[src/rtl/pipe_stage_skid_reg.sv]
// ============================================================================
// Module   : pipe_stage_skid_reg
// Purpose  : Parametrised valid/ready pipeline register with a 2-entry skid
//            buffer and synchronous flush. Optional stats counters are enabled
//            by defining PIPE_STAGE_STATS_EN.
// Revision : 1.0 - initial release
// ============================================================================
`default_nettype none

module pipe_stage_skid_reg #(
  parameter int CTRL_W     = 6,
  parameter int DATA_W     = 192,
  parameter int FLUSH_DATA = 1
) (
  input  logic              clk,
  input  logic              rst,
  input  logic              flush,
  input  logic              in_valid,
  output logic              in_ready,
  input  logic [CTRL_W-1:0] in_ctrl,
  input  logic [DATA_W-1:0] in_data,
  output logic              out_valid,
  input  logic              out_ready,
  output logic [CTRL_W-1:0] out_ctrl,
  output logic [DATA_W-1:0] out_data,
  output logic [1:0]        occupancy
`ifdef PIPE_STAGE_STATS_EN
  ,
  output logic [31:0]       stall_cnt,
  output logic [31:0]       flush_cnt
`endif
);

  localparam logic [1:0] c_EMPTY = 2'd0;
  localparam logic [1:0] c_ONE   = 2'd1;
  localparam logic [1:0] c_TWO   = 2'd2;

  logic [1:0]        r_state;
  logic [CTRL_W-1:0] r_main_ctrl;
  logic [DATA_W-1:0] r_main_data;
  logic [CTRL_W-1:0] r_skid_ctrl;
  logic [DATA_W-1:0] r_skid_data;

  logic w_accept;
  logic w_pop;

  // Ready and valid come straight from the state register: no comb path.
  assign in_ready  = (r_state != c_TWO);
  assign out_valid = (r_state != c_EMPTY);
  assign out_ctrl  = r_main_ctrl;
  assign out_data  = r_main_data;
  assign occupancy = r_state;

  assign w_accept = in_valid & in_ready;
  assign w_pop    = out_valid & out_ready;

  always_ff @(posedge clk or posedge rst) begin
    if (rst) begin
      r_state     <= c_EMPTY;
      r_main_ctrl <= '0;
      r_main_data <= '0;
      r_skid_ctrl <= '0;
      r_skid_data <= '0;
    end else if (flush) begin
      r_state     <= c_EMPTY;
      r_main_ctrl <= '0;
      r_skid_ctrl <= '0;
      if (FLUSH_DATA != 0) begin
        r_main_data <= '0;
        r_skid_data <= '0;
      end
    end else begin
      case (r_state)
        c_EMPTY: begin
          if (w_accept) begin
            r_main_ctrl <= in_ctrl;
            r_main_data <= in_data;
            r_state     <= c_ONE;
          end
        end
        c_ONE: begin
          if (w_accept && w_pop) begin
            r_main_ctrl <= in_ctrl;
            r_main_data <= in_data;
          end else if (w_accept) begin
            r_skid_ctrl <= in_ctrl;
            r_skid_data <= in_data;
            r_state     <= c_TWO;
          end else if (w_pop) begin
            // Bubble carries no control side-effects downstream.
            r_main_ctrl <= '0;
            r_state     <= c_EMPTY;
          end
        end
        c_TWO: begin
          if (w_pop) begin
            r_main_ctrl <= r_skid_ctrl;
            r_main_data <= r_skid_data;
            r_skid_ctrl <= '0;
            r_state     <= c_ONE;
          end
        end
        default: begin
          r_state     <= c_EMPTY;
          r_main_ctrl <= '0;
          r_skid_ctrl <= '0;
        end
      endcase
    end
  end

`ifdef PIPE_STAGE_STATS_EN
  logic [31:0] r_stall_cnt;
  logic [31:0] r_flush_cnt;

  // Saturating counters; flush does not clear them.
  always_ff @(posedge clk or posedge rst) begin
    if (rst) begin
      r_stall_cnt <= '0;
      r_flush_cnt <= '0;
    end else begin
      if (out_valid && !out_ready && (r_stall_cnt != 32'hFFFF_FFFF))
        r_stall_cnt <= r_stall_cnt + 32'd1;
      if (flush && (r_state != c_EMPTY) && (r_flush_cnt != 32'hFFFF_FFFF))
        r_flush_cnt <= r_flush_cnt + 32'd1;
    end
  end

  assign stall_cnt = r_stall_cnt;
  assign flush_cnt = r_flush_cnt;
`endif

endmodule

`default_nettype wire

[config.mk]
export PLATFORM = sky130hd
export DESIGN_NAME = pipe_stage_skid_reg
export DESIGN_NICKNAME = d
export VERILOG_FILES = /design/src/rtl/pipe_stage_skid_reg.sv
export SDC_FILE = /design/constraint.sdc
export NUM_CORES = 1
export LEC_CHECK = 0
export CAP_MARGIN = 30
export CORE_MARGIN = 3
export CORE_UTILIZATION = 50
export DETAILED_ROUTE_END_ITERATION = 8
export GPL_TIMING_DRIVEN = 1
export PLACE_DENSITY = 0.86
export SYNTH_ARGS = -nofsm -noshare
export SYNTH_HDL_FRONTEND = slang
export SYNTH_SLANG_ARGS = --single-unit
[constraint.sdc]
create_clock -name clk -period 15.9 [get_ports clk]
set_input_delay 3.18 -clock clk [delete_from_list [all_inputs] [get_ports clk]]
set_output_delay 3.18 -clock clk [all_outputs]
set_load 0.03 [all_outputs]
==> results, run 1 <==
- The flow ran to the end, and the final reports show no timing, DRC or antenna violations.
- The number of buffers inserted to repair setup after CTS is 0.
- In the final layout, the share of cells above drive strength 1 is 5.39%.
- Data on the critical path is required at its endpoint by 16.33 ns.
- The fraction of met3 tracks used by global routing is 5.67%.
- In the routed layout, each cell is associated on average with a via count of 5.74.
- The critical setup path kind is input pin to flip-flop.
- The area of the core is 33600 µm².
- The clock arrives with 0.0131 ns of skew.
- The commonest non-fill, non-tap cell in the layout is sky130_fd_sc_hd__clkdlybuf4s50_1.
- The number of routed nets with antenna violations is 0.
- For this run, global-route usage on met2 was measured as 41.5%.
- Entering global routing, the biggest net connects 278 pins.
- The worst setup path is captured at a flip-flop.
- The actual transition at the worst max-transition pin is 1.23 ns.
- The analysis attributes to net switching a power of 694 µW.
- For this design the static power due to leakage is 0.0110 µW.
- At the end of routability-driven placement, the weighted congestion stood at 0.814.
- Port buffering added 404 buffers.
- The placed cell count is 2277.
- The count of routing violations after the opening detailed-route iteration is 1102.
- For the final routed database, the setup TNS stands at 0 ns.
- The quantity of hold-fixing buffers added after cts is 0.
- The area of placed instances is 21300 µm².
- The fraction of post-synthesis cell area in the top cell type by area is 58.2%.
- In this run the power density over the cells is 114 nW/µm².
- The largest area contributor in the synthesized netlist is sky130_fd_sc_hd__dfrtp_1.
- The area of the multi-input gates is 6540 µm².
- Summing the sequential cell areas from Yosys gives 58.2% of the chip area.
- The sink count of the clock tree is 398.
- The synthesized design contains 398 register bits.
- The cell-internal power is 1930 µW.
- The final count of pins violating max slew is 0.
- The global routing stage identified its most utilized layer as met2.
- The clock root buffer is sky130_fd_sc_hd__clkbuf_16.
- The register area is 9960 µm².
- The clock network burns 41.5% of the power.
- Compared with the post-synthesis result, the final layout area differs by 34.4%.
- For met1 alone, demand over resource in global routing was 32.7%.
- After clock tree synthesis, the clock-pin slew on the worst setup and hold paths is 0.06 ns.
- In this design, the largest share of critical-path delay is due to buffers and inverters.
- Cells fill 68.5% of the core in the end.
- The post-synth net total is 1754.
- The worst relative slew slack is 18.0%.
- The row count is 67.
- The largest voltage drop on the vdd net is 0.0000768 V.
- The routed length per placed instance is 20.1 µm.
- The worst setup path is launched from an input pin.
- The relative contribution of combinational cells to total power is 16.2%.
- In the layout the commonest cells are 403 x sky130_fd_sc_hd__clkdlybuf4s50_1, 398 x sky130_fd_sc_hd__dfrtp_1, 379 x sky130_fd_sc_hd__nand2_1.
- The data arrival time of the worst path is 6.40 ns.
- The CTS tree is yes.
- The mean instance size in the synthesized netlist is 11.0 µm².
- The first global-routing pass estimated 74.2 mm of wire.
- In the finished design, the share of the clock period the worst path needs comes to 37.5%.
- The die covers 36500 µm².
- After clock tree synthesis, the repair step resized 0 gates.
- The first-pass iteration count of the detailed router is 5.
- Timing would allow up to 0.168 GHz.
- Wires add up to 47.5 mm.
- Setup repair after global routing left no endpoint under its margin.
- The worst min-delay path category is flip-flop to flip-flop.
- The total count of hold-check failures in the final report is 0.
- 405 I/O pins were placed.
- The clock network latency to the later pin of the worst-skew pair is 0.54 ns.
- Once layout is complete, the cells apart from fillers number 2365.
- By area the synthesized netlist is led by sky130_fd_sc_hd__dfrtp_1 58%, sky130_fd_sc_hd__mux2i_1 12%, sky130_fd_sc_hd__o31ai_1 8.5%, sky130_fd_sc_hd__nand2_1 8.4%, sky130_fd_sc_hd__a22o_1 5.7%.
- The number of remaining DRC errors is 0.
- The global-route usage over all layers is 25.0%.
- Net switching is 26.5% of the power.
- The synthesized instance count is 1551.
- The number of setup violations in the final report is 0.
- The post-route minimum period is 5.97 ns.
- In this run the horizontal extent of the chip is 191 µm.
- The number of warning messages in the yosys log is 0.
- Global routing finished with a remaining overflow of 0.
- The post-layout instance area is 23000 µm².
- The synthesized cell area is 17100 µm².
- The count of maximum capacitance violations is 0.
- The netlist uses 25 different library cells.
- The share of total power dissipated in sequential elements is 42.4%.
- The total number of nets in the final design is 2080.
- The signal on the critical path passes through clkdlybuf4s50_1, mux2_2, a211oi_4, buf_12, buf_4, buf_16, nand2_1, o31ai_1.
- The die height is 191 µm.
- The number of global-route vias before repair came to 13595.
- The starting density of the core is 50.9%.
- The number of inserted filler cells in the final layout is 2365.
- In this run the number of H-tree levels came out at 2.
- Buffers inserted during clock tree synthesis total 42.
- The longest clock path from root to sink contains 3 buffers.
- Along the worst path, the maximum fanout reaches 277.
- On the worst path, the slowest cell contributes a delay of 0.74 ns.
- On the critical path, the stage with the largest delay is an instance of sky130_fd_sc_hd__buf_12.
- The total vias in the final route is 13578.
- The number of buffers and inverters on the critical path is 4.
- The number of antenna violations at the first check in global routing was 6.
- The sum of net half-perimeters after detailed placement is 29.5 mm.
through the flow:
stage	hold slack (ns)	setup slack [ns]	total power, µW
floorplan	0.472	1.65	1350
global placement	0.459	9.36	1540
detailed placement	0.465	9.15	1550
CTS	0.478	9.70	2640
global route	0.493	9.82	2710
finish	0.476	9.93	2620
routing by layer:
metal  vias to the layer above  share of wire, %
met2                       535                49
met3                       112               7.9
met5                         -             0.027
li1                       6175                 -
met1                      6754                40
met4                         2               3.5
power by group through the flow:
stage / Sequential [µW] / Combinational, µW / Clock [µW]
5_1_grt: 1120 / 452 / 1150
2_1_floorplan: 1210 / 139 / 0
6_report: 1110 / 424 / 1090
3_3_place_gp: 1130 / 411 / 0
4_1_cts: 1110 / 424 / 1100
3_5_place_dp: 1130 / 421 / 0
kinds of logic (layout without fill, tap and decap cells):
group / count (synthesis) / after routing / share of synthesized area, %
AOI/OAI and AO/OA: 402 / 402 / 17.1
muxes: 205 / 205 / 12.0
DFF: 398 / 398 / 58.2
other: 0 / 6 / 0
buffers and inverters: 149 / 509 / 3.88
and+or+nand+nor: 397 / 397 / 8.88
flip-flops by register name, indices dropped and copies added (netlist names):
name and count:
occupancy 2, out_ctrl 6, out_data 192, r_skid_ctrl 6, r_skid_data 192
synthesized netlist by cell type:
cell and count:
sky130_fd_sc_hd__nor2b_1 2, sky130_fd_sc_hd__o22a_1 1, sky130_fd_sc_hd__buf_4 3, sky130_fd_sc_hd__clkbuf_1 60, sky130_fd_sc_hd__mux2_2 1, sky130_fd_sc_hd__inv_1 8, sky130_fd_sc_hd__a21oi_1 89, sky130_fd_sc_hd__mux2i_1 204
sky130_fd_sc_hd__nand2_1 381, sky130_fd_sc_hd__nand2b_1 1, sky130_fd_sc_hd__and3b_1 1, sky130_fd_sc_hd__a22oi_1 1, sky130_fd_sc_hd__and2_1 2, sky130_fd_sc_hd__o31ai_1 193, sky130_fd_sc_hd__o21ai_0 6, sky130_fd_sc_hd__dfrtp_1 398
sky130_fd_sc_hd__a22o_1 111, sky130_fd_sc_hd__or3b_2 1, sky130_fd_sc_hd__a211oi_2 1, sky130_fd_sc_hd__buf_2 75, sky130_fd_sc_hd__or3_1 1, sky130_fd_sc_hd__nor3_1 1, sky130_fd_sc_hd__or2_2 2, sky130_fd_sc_hd__nor2_1 5
sky130_fd_sc_hd__buf_1 3
worst min-delay path: stages, from the launching register on:
cell and delay, ns:
sky130_fd_sc_hd__dfrtp_1 0.34, sky130_fd_sc_hd__nand2_1 0.05, sky130_fd_sc_hd__o31ai_1 0.05
cell type report:
type,count,share of cell area [%]
inverter,8,0.163
multi-input combinational,1004,28.4
clock inverter,20,1.36
timing repair buffer,423,18.9
antenna,6,0.0652
tap,448,2.43
sequential,398,43.3
clock buffer,58,5.41
final timing paths:
path                                           from                           to  slack, ns  cells past startpoint
hold / removal             out_data[64]$_DFFE_PP0P_     out_data[64]$_DFFE_PP0P_       0.48                      2
setup reg to reg           occupancy[1]$_DFFE_PP0P_     out_data[82]$_DFFE_PP0P_      12.28                      7
max in group asynchronous                       rst    out_data[158]$_DFFE_PP0P_      11.15                      3
min in group asynchronous                       rst  r_skid_data[88]$_DFFE_PP0P_       3.25                      2
setup / recovery                          out_ready     out_data[82]$_DFFE_PP0P_       9.93                      8
hold reg to reg            out_data[64]$_DFFE_PP0P_     out_data[64]$_DFFE_PP0P_       0.48                      2
Note: power is estimated with default switching activity, not from simulation.
==> run 2: changes to the inputs <==
clock period = 5.55 ns   (was 15.9 ns; I/O delays follow)
==> results, run 2 (same netlist as run 1, synthesis figures left out) <==
- The flow ran to the end, and the final reports show no timing, DRC or antenna violations.
- The start point of the worst min-delay path is out_data[98]$_DFFE_PP0P_.
- CTS saw 398 sinks.
- The number of instances on the worst hold path is 2.
- After layout, the worst path uses 65.2% of the clock period.
- The worst setup path is launched from a flip-flop.
- The tree is rooted in a sky130_fd_sc_hd__clkbuf_16.
- The H-tree generated during clock tree synthesis spans 2 levels.
- The total count of hold-check failures in the final report was 0.
- The top cell types in the final layout, fill and taps aside, are 403 x sky130_fd_sc_hd__clkdlybuf4s50_1, 398 x sky130_fd_sc_hd__dfrtp_1, 379 x sky130_fd_sc_hd__nand2_1.
- The core region is 33600 µm².
- The sum of net half-perimeters after detailed placement is 30.1 mm.
- The largest fanout of any net on the critical path is 24.
- The power per cell area is 314 nW/µm².
- The endpoint of the lowest-slack register-to-register path is out_data[80]$_DFFE_PP0P_.
- The post-route netlist has 4.83% of its cells at a drive strength greater than 1.
- The final count of pins violating max slew is 0.
- The startpoint of the most critical register-to-register path is occupancy[1]$_DFFE_PP0P_.
- The count of routing violations after the opening detailed-route iteration is 1081.
- Headroom to the max-slew limit came out at 20.4%.
- The accumulated negative setup slack is 0 ns.
- The actual transition at the worst max-transition pin is 1.19 ns.
- The largest voltage drop on the vdd net is 0.000235 V.
- The total vias in the final route is 13541.
- Across all register-to-register paths, the minimum setup slack is 2.61 ns.
- The starting density of the core is 50.9%.
- The floorplan step defined a die boundary enclosing 36500 µm².
- The post-route minimum period is 3.62 ns.
- Data on the critical path arrives at its endpoint at 2.51 ns.
- In this run, placement finished with an instance count of 2278.
- The routed length per placed instance is 20.2 µm.
- STA classifies the critical path endpoint as a primary output.
- The largest net degree at the start of global routing is 245.
- The number of antenna violations at the first check in global routing is 3.
- The clock reaches the later pin of the worst-skew pair after 0.52 ns.
- For this run, design rule violations remaining after detail routing come to 0.
- The count of maximum capacitance violations is 0.
- The number of setup buffers added after CTS is 0.
- From synthesis to final layout, the design area changed by 33.3%.
- The final layout contains routed wiring with a total length of 47.5 mm.
- For this run the aggregate overflow at the end of global routing stands at 0.
- The buffer levels on the longest clock path is 3.
- After filler insertion, the fill cell instance count of the layout stands at 2366.
- Across the routed clock network, the largest skew measured is 0.0124 ns.
- The number of buffers added by the clock tree synthesis step is 42.
- TritonCTS built the clock tree.
- By startpoint and endpoint, the worst setup path is classified as flip-flop to primary output.
- The placed instances occupy a cell area of 21400 µm².
- In the routed layout, each cell is associated on average with a via count of 5.75.
- The capture endpoint of the worst hold path is out_data[98]$_DFFE_PP0P_.
- The CTS clock-pin slew for the worst setup and hold paths is 0.06 ns.
- The number of hold buffers added after CTS was 0.
- The number of top-level pins is 405.
- In this run the tool buffered the top-level ports with 404 buffer cells.
- The cell depth of the worst flop-to-flop path is 5.
- The overall power is 7160 µW.
- The number of global-route vias before repair is 13860.
- The count of nets left with antenna violations once routing finished came out at 0.
- The path class of the tightest hold or removal check is flip-flop to flip-flop.
- The highest attainable clock frequency is 0.276 GHz.
- At the end of routability-driven placement, the weighted congestion stood at 0.817.
- The commonest non-fill, non-tap cell in the layout is sky130_fd_sc_hd__clkdlybuf4s50_1.
- For this run, the number of standard cells in the final layout without fillers is 2355.
- The global-route usage over all layers is 25.5%.
- Setup repair after global routing left no endpoint under its margin.
- The die is 191 µm tall.
- The width of the chip is 191 µm.
- The number of setup violations in the final report is 0.
- The floorplan has 67 rows.
- The first detailed-routing pass took 5 iterations.
- Data on the critical path is required at its endpoint by 4.44 ns.
- The first global-routing pass estimated 75.6 mm of wire.
- In the final design database the tool counted 2080 nets.
- Summing all non-filler instances in the final layout gives an area of 22800 µm².
- Final hold analysis gives a worst-case slack of 0.474 ns.
- The number of gates resized after cts is 0.
- The analysis attributes to cell leakage a power of 0.0109 µW.
## run 2: changes by cell type in the layout (fill, tap and decap cells not counted), sizes merged
cell	change
bufinv	-6
clkbuf	+5
diode	-4
inv	-3
buf	-1
clkinvlp	-1
## run 2: worst max-delay path by stage
stage / from / end / depth (start not counted)
CTS: occupancy[0]$_DFFE_PP0P_ / in_ready / 3
detailed placement: out_ready / out_data[19]$_DFFE_PP0P_ / 6
floorplan: rst / occupancy[0]$_DFFE_PP0P_ / 1
global placement: flush / r_skid_data[110]$_DFFE_PP0P_ / 5
global route: occupancy[0]$_DFFE_PP0P_ / in_ready / 3
finish: occupancy[0]$_DFFE_PP0P_ / in_ready / 3
## run 2: cell type report
cell class / instances / area [µm²] / share of cell area, %
Sequential cell: 398 / 9960 / 43.6
Multi-Input combinational cell: 1004 / 6540 / 28.6
Timing Repair Buffer: 423 / 4380 / 19.2
Clock buffer: 62 / 1250 / 5.48
Tap cell: 448 / 561 / 2.46
Clock inverter: 10 / 100 / 0.439
Inverter: 8 / 33.8 / 0.148
Antenna cell: 2 / 5.00 / 0.0219
## run 2: metal layers
layer  global-route usage, %  part of all wire [%]  up-vias
li1                        -                     -     6166
met1                    33.2                    39     6769
met5                       0                 0.019        -
met2                    41.7                    48      492
met3                    6.16                   8.1      112
met4                    9.60                   3.9        2
## run 2: through the flow
stage                     setup WS [ns]  utilization [%]
after floorplan                  -0.918                -
after global placement             1.94             63.4
after detailed placement           1.90             63.6
after CTS                          1.90             67.6
after global routing               1.81             67.9
final                              1.93             67.9
## run 2: where the power goes
group,switching [µW],internal [µW],total [µW]
Sequential,106,3070,3180
Clock,1110,1640,2760
Combinational,715,506,1220
Total,1940,5220,7160
## run 2: critical path: stages (launching register included)
cell	delay [ns]
sky130_fd_sc_hd__dfrtp_1	0.58
sky130_fd_sc_hd__inv_1	0.23
sky130_fd_sc_hd__nand2_4	0.42
sky130_fd_sc_hd__clkdlybuf4s50_1	0.77
==> run 3: changes to the inputs <==
clock period = 3.5 ns   (was 5.55 ns; I/O delays follow)
==> results, run 3 (same netlist as run 1, synthesis figures left out) <==
- In this run the count of I/O pins placed on the die edge is 405.
- The highest attainable clock frequency is 0.345 GHz.
- The first-pass iteration count of the detailed router is 5.
- The worst path needs 2.90 ns of the cycle, external delays included.
- The start point of the worst min-delay path is out_data[114]$_DFFE_PP0P_.
- The share of the cycle needed by the critical path after routing is 82.9%.
- The type of origin of the critical path is a flip-flop.
- The endpoint of the lowest-slack register-to-register path is out_data[181]$_DFFE_PP0P_.
- After clock tree synthesis, the flow added hold-fix buffers numbering 0.
- The row count is 67.
- The worst setup path is captured at a primary output.
- The largest fanout of any net on the critical path is 14.
- At the end of routability-driven placement, the weighted congestion stood at 0.802.
- The count of H-tree levels built during CTS is 2.
- The actual transition at the worst max-transition pin is 1.02 ns.
- Setup violations remaining at the end of the flow were counted as 0.
- The number of instances on the worst hold path is 2.
- The total count of hold-check failures in the final report is 0.
- The root buffer cell chosen for the clock tree is sky130_fd_sc_hd__clkbuf_16.
- The global-route wire length before repair is 75.6 mm.
- The reg-to-reg setup timing slack is 0.86 ns.
- Relative to the synthesized area, the layout overhead comes to 34.3%.
- The floorplan step set the die height to 191 µm.
- In this run the static leakage power is 0.0110 µW.
- The starting density of the core is 50.9%.
- Entering global routing, the biggest net connects 149 pins.
- The number of buffers inserted to repair setup after CTS is 0.
- The worst relative slew slack is 32.0%.
- The sink count of the clock tree is 398.
- For this block, the via count after detailed routing is 13599.
- In this run the horizontal extent of the chip is 191 µm.
- Once layout is complete, the cells apart from fillers number 2370.
- The number of antenna violations at the first check in global routing is 2.
- The die covers 36500 µm².
- The final count of pins violating max slew was 0.
- The number of global-route vias before repair came to 13872.
- The post-detailed-routing wire length is 47.5 mm.
- During placement, the flow inserted port buffers numbering 404.
- Dividing the detail-routed wire length by the instance count gives 20.1 µm.
- The number of remaining DRC errors is 0.
- The critical setup path kind is flip-flop to primary output.
- The top cell types in the final layout, fill and taps aside, are 403 x sky130_fd_sc_hd__clkdlybuf4s50_1, 398 x sky130_fd_sc_hd__dfrtp_1, 379 x sky130_fd_sc_hd__nand2_1.
- The total global routing overflow is 0.
- The worst hold path terminates at out_data[114]$_DFFE_PP0P_.
- The count of maximum capacitance violations is 0.
- The detail-routed via count per cell is 5.74.
- In this run the critical register-to-register path is launched from occupancy[1]$_DFFE_PP0P_.
- The area of the core is 33600 µm².
- The clock passes through at most 3 buffers.
- STA puts the critical path data required time at 2.80 ns.
- Setup repair after global routing left no endpoint under its margin.
- The number of gates resized after CTS was 0.
- STA puts the critical path data arrival time at 2.20 ns.
- Global routing used 25.4% of the available tracks.
- The detailed router finished its first iteration with 998 violations.
- The number of routed nets with antenna violations is 0.
- The commonest non-fill, non-tap cell in the layout is sky130_fd_sc_hd__clkdlybuf4s50_1.
- After legalization and detailed placement, the total HPWL measured 30.1 mm.
- Across the routed clock network, the largest skew measured is 0.0132 ns.
- For this run, the share of the core covered by cells in the final layout is 68.4%.
- The worst hold path belongs to the class flip-flop to flip-flop.
- The flow ran to the end, and the final reports show no timing, DRC or antenna violations.
- In this run, placement finished with an instance count of 2291.
- The total number of nets in the final design is 2091.
- The number of buffers added by the clock tree synthesis step is 43.
- The proportion of layout cells with a drive suffix above 1 is 5.68%.
- The clock network latency to the later pin of the worst-skew pair is 0.53 ns.
- The largest voltage drop on the vdd net is 0.000394 V.
- The CTS tree is yes.
- For this design the ratio of total power to cell area is 500 nW/µm².
- Measured in cells, the most critical reg-to-reg path has a length of 5.
- Clock-pin slew was measured on the worst setup and hold paths at 0.06 ns.
[run 3: cell type report]
class,count,area [µm²]
Multi-Input combinational cell,1004,6540
Tap cell,448,561
Sequential cell,398,9960
Fill cell,2400,10600
Clock inverter,12,106
Clock buffer,65,1310
Antenna cell,2,5.00
Timing Repair Buffer,433,4480
Inverter,8,33.8
[run 3: worst max-delay path, cell delays in order, from the launching register on]
cell                              delay [ns]
sky130_fd_sc_hd__dfrtp_1                0.57
sky130_fd_sc_hd__inv_1                  0.22
sky130_fd_sc_hd__nand2_4                0.15
sky130_fd_sc_hd__clkdlybuf4s50_1        0.75
[run 3: worst max-delay path by stage]
stage,end,cells past startpoint,slack [ns],start
floorplan,occupancy[0]$_DFFE_PP0P_,1,-2.56,rst
detailed placement,out_data[0]$_DFFE_PP0P_,5,0.53,out_ready
global route,in_ready,3,0.46,occupancy[0]$_DFFE_PP0P_
CTS,in_ready,3,0.54,occupancy[0]$_DFFE_PP0P_
finish,in_ready,3,0.60,occupancy[0]$_DFFE_PP0P_
global placement,out_data[21]$_DFFE_PP0P_,5,0.60,out_ready
[run 3: power by group]
part / switching (µW) / internal (µW)
logic: 1140 / 819
clock network: 1820 / 2670
registers: 168 / 4870
total: 3130 / 8360
[run 3: per-stage QoR]
step                      setup TNS [ns]  total power, µW  area [µm²]  hold WS [ns]  setup WS, ns
after detailed placement               0             7070       21600         0.465         0.534
after CTS                              0            11600       23000         0.477         0.539
after global placement                 0             7020       21600         0.458         0.604
final                                  0            11500       23000         0.475         0.599
after floorplan                 -1018.00             6130       17100         0.472         -2.56
after global routing                   0            11900       23000         0.496         0.459
[run 3: metal layers]
metal	track usage (%)	part of all wire, %	vias up	wire [µm]
met3	7.28	9.1	98	4310
met5	0	0	-	0
met4	8.50	3.4	0	1600
met2	41.3	49	491	23100
met1	33.0	39	6822	18500
li1	-	-	6188	-
